<file path="src/rtl/lift_pkg.sv">
// Shared types for the lift_n elevator controller: FSM state and travel direction.
package lift_pkg;

    typedef enum logic [1:0] {
        IDLE = 2'd0,
        MOVE = 2'd1,
        DOOR = 2'd2
    } state_e;

    typedef enum logic {
        UP   = 1'b0,
        DOWN = 1'b1
    } dir_e;

    function automatic int max2(input int a, input int b);
        return (a > b) ? a : b;
    endfunction

endpackage

</file>
<file path="src/rtl/lift_req_scan.sv">
// Combinational scan of latched requests relative to the current floor.
// Masks are built per floor so the logic scales with NUM_FLOORS.
module lift_req_scan #(
    parameter int NUM_FLOORS = 8,
    parameter int FLOOR_W    = $clog2(NUM_FLOORS)
) (
    input  logic [NUM_FLOORS-1:0] pending,
    input  logic [FLOOR_W-1:0]    floor,
    output logic                  above,
    output logic                  below,
    output logic                  here
);

    logic [NUM_FLOORS-1:0] above_mask_s;
    logic [NUM_FLOORS-1:0] below_mask_s;
    logic [NUM_FLOORS-1:0] here_mask_s;

    for (genvar i = 0; i < NUM_FLOORS; i++) begin : g_mask
        assign above_mask_s[i] = (FLOOR_W'(i) >  floor);
        assign below_mask_s[i] = (FLOOR_W'(i) <  floor);
        assign here_mask_s[i]  = (FLOOR_W'(i) == floor);
    end

    assign above = |(pending & above_mask_s);
    assign below = |(pending & below_mask_s);
    assign here  = |(pending & here_mask_s);

endmodule

</file>
<file path="src/rtl/lift_n.sv">
// NUM_FLOORS elevator controller: latched calls, SCAN direction policy,
// per-floor travel timer and a door timer that can be held or re-armed.
module lift_n
    import lift_pkg::*;
#(
    parameter int NUM_FLOORS    = 8,
    parameter int FLOOR_W       = $clog2(NUM_FLOORS),
    parameter int TRAVEL_CYCLES = 4,
    parameter int DOOR_CYCLES   = 3
) (
    input  logic                  clk,
    input  logic                  rst,
    input  logic [NUM_FLOORS-1:0] req,
    input  logic                  door_hold,
    output logic [FLOOR_W-1:0]    floor,
    output logic                  dir,
    output logic                  moving,
    output logic                  door_open,
    output logic [NUM_FLOORS-1:0] pending
);

    localparam int TMAX    = max2(TRAVEL_CYCLES, DOOR_CYCLES);
    localparam int TIMER_W = (TMAX > 1) ? $clog2(TMAX) : 1;

    localparam logic [TIMER_W-1:0]    TRAVEL_LOAD = TIMER_W'(TRAVEL_CYCLES - 1);
    localparam logic [TIMER_W-1:0]    DOOR_LOAD   = TIMER_W'(DOOR_CYCLES - 1);
    localparam logic [TIMER_W-1:0]    T_ZERO      = TIMER_W'(0);
    localparam logic [TIMER_W-1:0]    T_ONE       = TIMER_W'(1);
    localparam logic [FLOOR_W-1:0]    F_ZERO      = FLOOR_W'(0);
    localparam logic [FLOOR_W-1:0]    F_ONE       = FLOOR_W'(1);
    localparam logic [NUM_FLOORS-1:0] P_ZERO      = NUM_FLOORS'(0);
    localparam logic [NUM_FLOORS-1:0] P_ONE       = NUM_FLOORS'(1);

    state_e                  state_r;
    state_e                  state_nx_s;
    logic [FLOOR_W-1:0]      floor_r;
    logic [FLOOR_W-1:0]      floor_nx_s;
    logic [FLOOR_W-1:0]      step_floor_s;
    dir_e                    dir_r;
    dir_e                    dir_nx_s;
    logic [TIMER_W-1:0]      timer_r;
    logic [TIMER_W-1:0]      timer_nx_s;
    logic [NUM_FLOORS-1:0]   pending_r;
    logic [NUM_FLOORS-1:0]   pending_nx_s;
    logic [NUM_FLOORS-1:0]   clear_s;
    logic                    above_s;
    logic                    below_s;
    logic                    here_s;
    logic                    ahead_s;
    logic                    behind_s;
    logic                    arrive_s;
    logic                    req_here_s;
    logic                    moving_s;
    logic                    door_open_s;

    lift_req_scan #(
        .NUM_FLOORS (NUM_FLOORS),
        .FLOOR_W    (FLOOR_W)
    ) u_scan (
        .pending (pending_r),
        .floor   (floor_r),
        .above   (above_s),
        .below   (below_s),
        .here    (here_s)
    );

    // Motion only happens toward a pending bit, so the step never leaves the shaft.
    assign step_floor_s = (dir_r == UP) ? (floor_r + F_ONE) : (floor_r - F_ONE);
    assign arrive_s     = |(pending_r & (P_ONE << step_floor_s));
    assign req_here_s   = |(req & (P_ONE << floor_r));
    assign ahead_s      = (dir_r == UP) ? above_s : below_s;
    assign behind_s     = (dir_r == UP) ? below_s : above_s;

    // Clearing a served floor wins over a request arriving on the same edge.
    assign pending_nx_s = (pending_r | req) & ~clear_s;

    // State, position, direction, timer and request registers.
    always_ff @(posedge clk or negedge rst) begin
        if (!rst) begin
            state_r   <= IDLE;
            floor_r   <= F_ZERO;
            dir_r     <= UP;
            timer_r   <= T_ZERO;
            pending_r <= P_ZERO;
        end else begin
            state_r   <= state_nx_s;
            floor_r   <= floor_nx_s;
            dir_r     <= dir_nx_s;
            timer_r   <= timer_nx_s;
            pending_r <= pending_nx_s;
        end
    end

    // Next-state, timer, floor and direction decisions.
    always_comb begin
        state_nx_s = state_r;
        floor_nx_s = floor_r;
        dir_nx_s   = dir_r;
        timer_nx_s = timer_r;
        clear_s    = P_ZERO;
        case (state_r)
            IDLE: begin
                if (here_s) begin
                    state_nx_s = DOOR;
                    clear_s    = P_ONE << floor_r;
                    timer_nx_s = DOOR_LOAD;
                end else if ((dir_r == UP) && above_s) begin
                    state_nx_s = MOVE;
                    dir_nx_s   = UP;
                    timer_nx_s = TRAVEL_LOAD;
                end else if (below_s) begin
                    state_nx_s = MOVE;
                    dir_nx_s   = DOWN;
                    timer_nx_s = TRAVEL_LOAD;
                end else if (above_s) begin
                    state_nx_s = MOVE;
                    dir_nx_s   = UP;
                    timer_nx_s = TRAVEL_LOAD;
                end else begin
                    state_nx_s = IDLE;
                end
            end
            MOVE: begin
                if (timer_r != T_ZERO) begin
                    timer_nx_s = timer_r - T_ONE;
                end else begin
                    floor_nx_s = step_floor_s;
                    if (arrive_s) begin
                        state_nx_s = DOOR;
                        clear_s    = P_ONE << step_floor_s;
                        timer_nx_s = DOOR_LOAD;
                    end else begin
                        timer_nx_s = TRAVEL_LOAD;
                    end
                end
            end
            DOOR: begin
                // A call for the open floor is absorbed rather than latched.
                clear_s = P_ONE << floor_r;
                if (req_here_s || door_hold) begin
                    timer_nx_s = DOOR_LOAD;
                end else if (timer_r != T_ZERO) begin
                    timer_nx_s = timer_r - T_ONE;
                end else if (ahead_s) begin
                    state_nx_s = MOVE;
                    timer_nx_s = TRAVEL_LOAD;
                end else if (behind_s) begin
                    state_nx_s = MOVE;
                    dir_nx_s   = (dir_r == UP) ? DOWN : UP;
                    timer_nx_s = TRAVEL_LOAD;
                end else begin
                    state_nx_s = IDLE;
                end
            end
            default: begin
                state_nx_s = IDLE;
            end
        endcase
    end

    // Status decoded from the state register only.
    always_comb begin
        moving_s    = 1'b0;
        door_open_s = 1'b0;
        case (state_r)
            MOVE:    moving_s    = 1'b1;
            DOOR:    door_open_s = 1'b1;
            default: begin
                moving_s    = 1'b0;
                door_open_s = 1'b0;
            end
        endcase
    end

    assign floor     = floor_r;
    assign dir       = dir_r;
    assign moving    = moving_s;
    assign door_open = door_open_s;
    assign pending   = pending_r;

endmodule

</file>
<file path="config.mk">
export PLATFORM = sky130hd
export DESIGN_NAME = lift_n
export DESIGN_NICKNAME = d
export VERILOG_FILES = /design/src/rtl/lift_pkg.sv /design/src/rtl/lift_req_scan.sv /design/src/rtl/lift_n.sv
export SDC_FILE = /design/constraint.sdc
export NUM_CORES = 1
export LEC_CHECK = 0
export BUFFER_PORTS_ARGS = -buffer_cell sky130_fd_sc_hd__buf_2
export CORE_ASPECT_RATIO = 2
export CORE_MARGIN = 4
export CORE_UTILIZATION = 30
export CTS_BUF_LIST = sky130_fd_sc_hd__clkbuf_2
export DETAILED_ROUTE_END_ITERATION = 16
export SLEW_MARGIN = 10
export SYNTH_ARGS = -nofsm -noshare
export SYNTH_HDL_FRONTEND = slang
export SYNTH_HIERARCHICAL = 1
export SYNTH_SLANG_ARGS = --single-unit
</file>
<file path="constraint.sdc">
create_clock -name clk -period 7.7 [get_ports clk]
set_input_delay 0.385 -clock clk [delete_from_list [all_inputs] [get_ports clk]]
set_output_delay 0.385 -clock clk [all_outputs]
set_load 0.01 [all_outputs]
</file>
==> flow_summary.toml <==
[status]
outcome = "finished clean"

[placed_design]
placement.io_buffers = 24
place.detailed.instances = 238
place_area_sq_um = 1600
dp.final_hpwl_mm = 3.37
finalWeightedCongestion = 0.899

[layout]
fillers = 497
insertedDiodeCount = 0
layout_cell_share_with_drive_strength_beyond_1 = 0.207
area.growth.synth_to_final_pct = 10.5
design.final.nets = 211
layout.core_utilization = 0.348
post_layout_nonfiller_instances = 243
post-route-cell-area_sq_um = 1630

[logic_synthesis]
ys_ff_latch = 16
yosys-top-cells-count = "sky130_fd_sc_hd__dfrtp_1 (16), sky130_fd_sc_hd__nor2_1 (14), sky130_fd_sc_hd__a21oi_1 (13), sky130_fd_sc_hd__inv_1 (13), sky130_fd_sc_hd__nand2_1 (13)"
synthMostInstantiatedCell = "sky130_fd_sc_hd__dfrtp_1"
postSynth.asyncResetShare = 1.00
synth-seq-area-share = 0.271
syn_nets = 188
post_synth_num_cell_types = 53
synth_top_area_frac = 0.271
synthesis.area_per_instance_sq_um = 8.89
mappedNetlistArea_sq_um = 1480
synth_ff_type = "sky130_fd_sc_hd__dfrtp_1"
synth_enable_flop_cells = 0
synth.area.top_cells = "sky130_fd_sc_hd__dfrtp_1 (27%), sky130_fd_sc_hd__ha_1 (8.5%), sky130_fd_sc_hd__mux2i_1 (4.7%), sky130_fd_sc_hd__a21oi_1 (4.4%), sky130_fd_sc_hd__nor2_1 (3.6%)"
syn-instance-count = 166
yosysWarnings = 6
synth_top_area_cell = "sky130_fd_sc_hd__dfrtp_1"

[timing]
setup_violations = 0
setup_repair_after_global_routing_missed_its_margin = "no"
fin_worst_skew_ns = 0.0118
drv_slew = 0
highest_achievable_clock_rate_mhz = 292
min_period_ns = 3.42
worst-slew-pin-transition_ns = 0.908
min_period_over_period = 0.444
timing_hold_violations_final = 0
totalNegativeSetupSlack_ns = 0
max-slew-margin-rel = 0.394

[clock_tree]
root_buffer = "sky130_fd_sc_hd__clkbuf_2"
cts_hold_fix_bufs = 1
worstSkewPairLatency_ns = 0.30
post-cts-setup-buffers = 0
cts.clk_slew.worst_paths_ns = 0.18
cts_max_level = 1
cts_buffer_depth = 2
clock_sinks = 16
post_cts_resize_count = 0
tritoncts = "yes"
cts_made_buffers = 3

[power_and_ir_drop]
power_switching_mw = 0.378
power.clock.fraction = 0.058
power.internal_mw = 0.323
comb_pwr_share = 0.654
vdd_ir_drop_max_uv = 159
power_leakage_nw = 0.682
fin_total_pwr_mw = 0.700
pwr_density_cell_nw_per_um2 = 430
swShare = 0.539
sequentialPowerShare = 0.289

[routing]
vias_per_cell = 5.76
dr_total_vias = 1399
route.detailed.drc = 0
drt-wirelength-per-cell_um = 17.3
postRouteAntennaNets = 0
route.final.wire_length_mm = 4.21
drtPass1Iterations = 7
initialDrtViolationCount = 63

[floorplan]
die-area_sq_um = 6170
placeableCoreArea_sq_um = 4690
start_util = 0.315
pin_count = 25
die_height_um = 107
core.rowCount = 35
fp.dieW_um = 57.6

[global_route]
grt_max_degree = 25
gr-usage-met2 = 0.267
grt_pass1_vias = 1427
global_route.usage.total = 0.144
antenna_violations_before_repair = 0
grt.overflow.total = 0
grt_first_pass_wirelength_mm = 6.84
use_met3 = 0.0217
grt_most_used_layer = "met2"
met1_usage = 0.136

[critical_path]
r2r-end = "state_r[0]$_DFFE_PN0P_"
startpoint_type = "register"
r2r_slack_ns = 4.28
cp_class = "register to register"
timing.critical_path.to_type = "register"
timing.rr.start = "floor[0]$_DFFE_PN0P_"
critPathMaxFanout = 24
ff2ff_path_depth = 8
critPathRequiredTime_ns = 7.90
worstPathArrival_ns = 3.62

[min_path]
timing.hold.worst.class = "primary input to register"
worst_hold_startpoint = "req[6]"
hold-path-endpoint = "pending[6]$_DFF_PN0_"
hold-path-cell-count = 3

[job]
timing.max_cap.violations = 0
==> state kept, by name (all words and copies together) (netlist names) <==
signal / flops
dir: 1
timer_r: 2
state_r: 2
pending: 8
floor: 3
==> worst max-delay path, stage by stage, from the launching register on <==
cell and delay [ns]:
sky130_fd_sc_hd__dfrtp_1 0.97, sky130_fd_sc_hd__inv_1 0.24, sky130_fd_sc_hd__fa_1 0.54, sky130_fd_sc_hd__xnor2_2 0.35, sky130_fd_sc_hd__mux2i_1 0.23, sky130_fd_sc_hd__o21ai_1 0.11
sky130_fd_sc_hd__a211oi_4 0.42, sky130_fd_sc_hd__a211oi_2 0.14, sky130_fd_sc_hd__mux2_1 0.32
==> final cells by class <==
cell class / count / area (sq um) / share of cell area
clock inverters: 1 / 3.75 / 0.00230
inverters: 13 / 48.8 / 0.0299
clock buffers: 3 / 15.0 / 0.00921
multi-input cells: 130 / 963 / 0.591
flip-flops and latches: 16 / 400 / 0.246
repair buffers: 25 / 130 / 0.0798
well taps: 55 / 68.8 / 0.0422
==> per-layer routing <==
layer  vias to the layer above  share of wire
met1                       667           0.35
met4                         0          0.050
met5                         -              0
met3                        19          0.044
li1                        655              -
met2                        58           0.56
==> through the flow <==
stage,hold WS (ns),setup slack (ns)
detailed placement,0.335,4.30
finish,0.352,4.28
floorplan,0.0894,4.95
global placement,0.336,4.36
CTS,0.350,4.27
global route,0.338,4.02
==> how the worst max path moves through the flow <==
stage	endpoint	start	depth (start not counted)
global route	pending[4]$_DFF_PN0_	floor[0]$_DFFE_PN0P_	8
detailed placement	state_r[0]$_DFFE_PN0P_	floor[0]$_DFFE_PN0P_	8
global placement	state_r[0]$_DFFE_PN0P_	floor[0]$_DFFE_PN0P_	8
finish	state_r[0]$_DFFE_PN0P_	floor[0]$_DFFE_PN0P_	8
floorplan	state_r[0]$_DFFE_PN0P_	floor[0]$_DFFE_PN0P_	9
CTS	state_r[0]$_DFFE_PN0P_	floor[0]$_DFFE_PN0P_	8
==> cell families (layout without fill, tap and decap cells) <==
logic type,Yosys count,count (layout),share of synthesized area
AO/OA/AOI/OAI,54,54,0.277
XOR/XNOR,4,4,0.0288
adder cells (fa/ha/maj),12,12,0.105
buffers and inverters,20,42,0.0755
flip-flops,16,16,0.271
multiplexers,9,9,0.0653
AND/OR/NAND/NOR,51,51,0.176
==> cells in the final DEF, fill, tap and decap left out, types with 5 or more instances in the layout <==
cell type	count
sky130_fd_sc_hd__a21oi_1	13
sky130_fd_sc_hd__buf_2	24
sky130_fd_sc_hd__dfrtp_1	16
sky130_fd_sc_hd__ha_1	10
sky130_fd_sc_hd__inv_1	13
sky130_fd_sc_hd__mux2i_1	7
sky130_fd_sc_hd__nand2_1	13
sky130_fd_sc_hd__nand3_1	6
sky130_fd_sc_hd__nor2_1	14
sky130_fd_sc_hd__o21ai_0	5
sky130_fd_sc_hd__o22ai_1	5
==> power groups by stage <==
stage	clock [mW]	combinational (mW)	sequential (mW)
floorplan	0	0.386	0.163
global placement	0	0.452	0.204
detailed placement	0	0.455	0.204
CTS	0.0413	0.458	0.202
global route	0.0454	0.508	0.211
finish	0.0404	0.458	0.202
(Power assumes the default switching activity.)
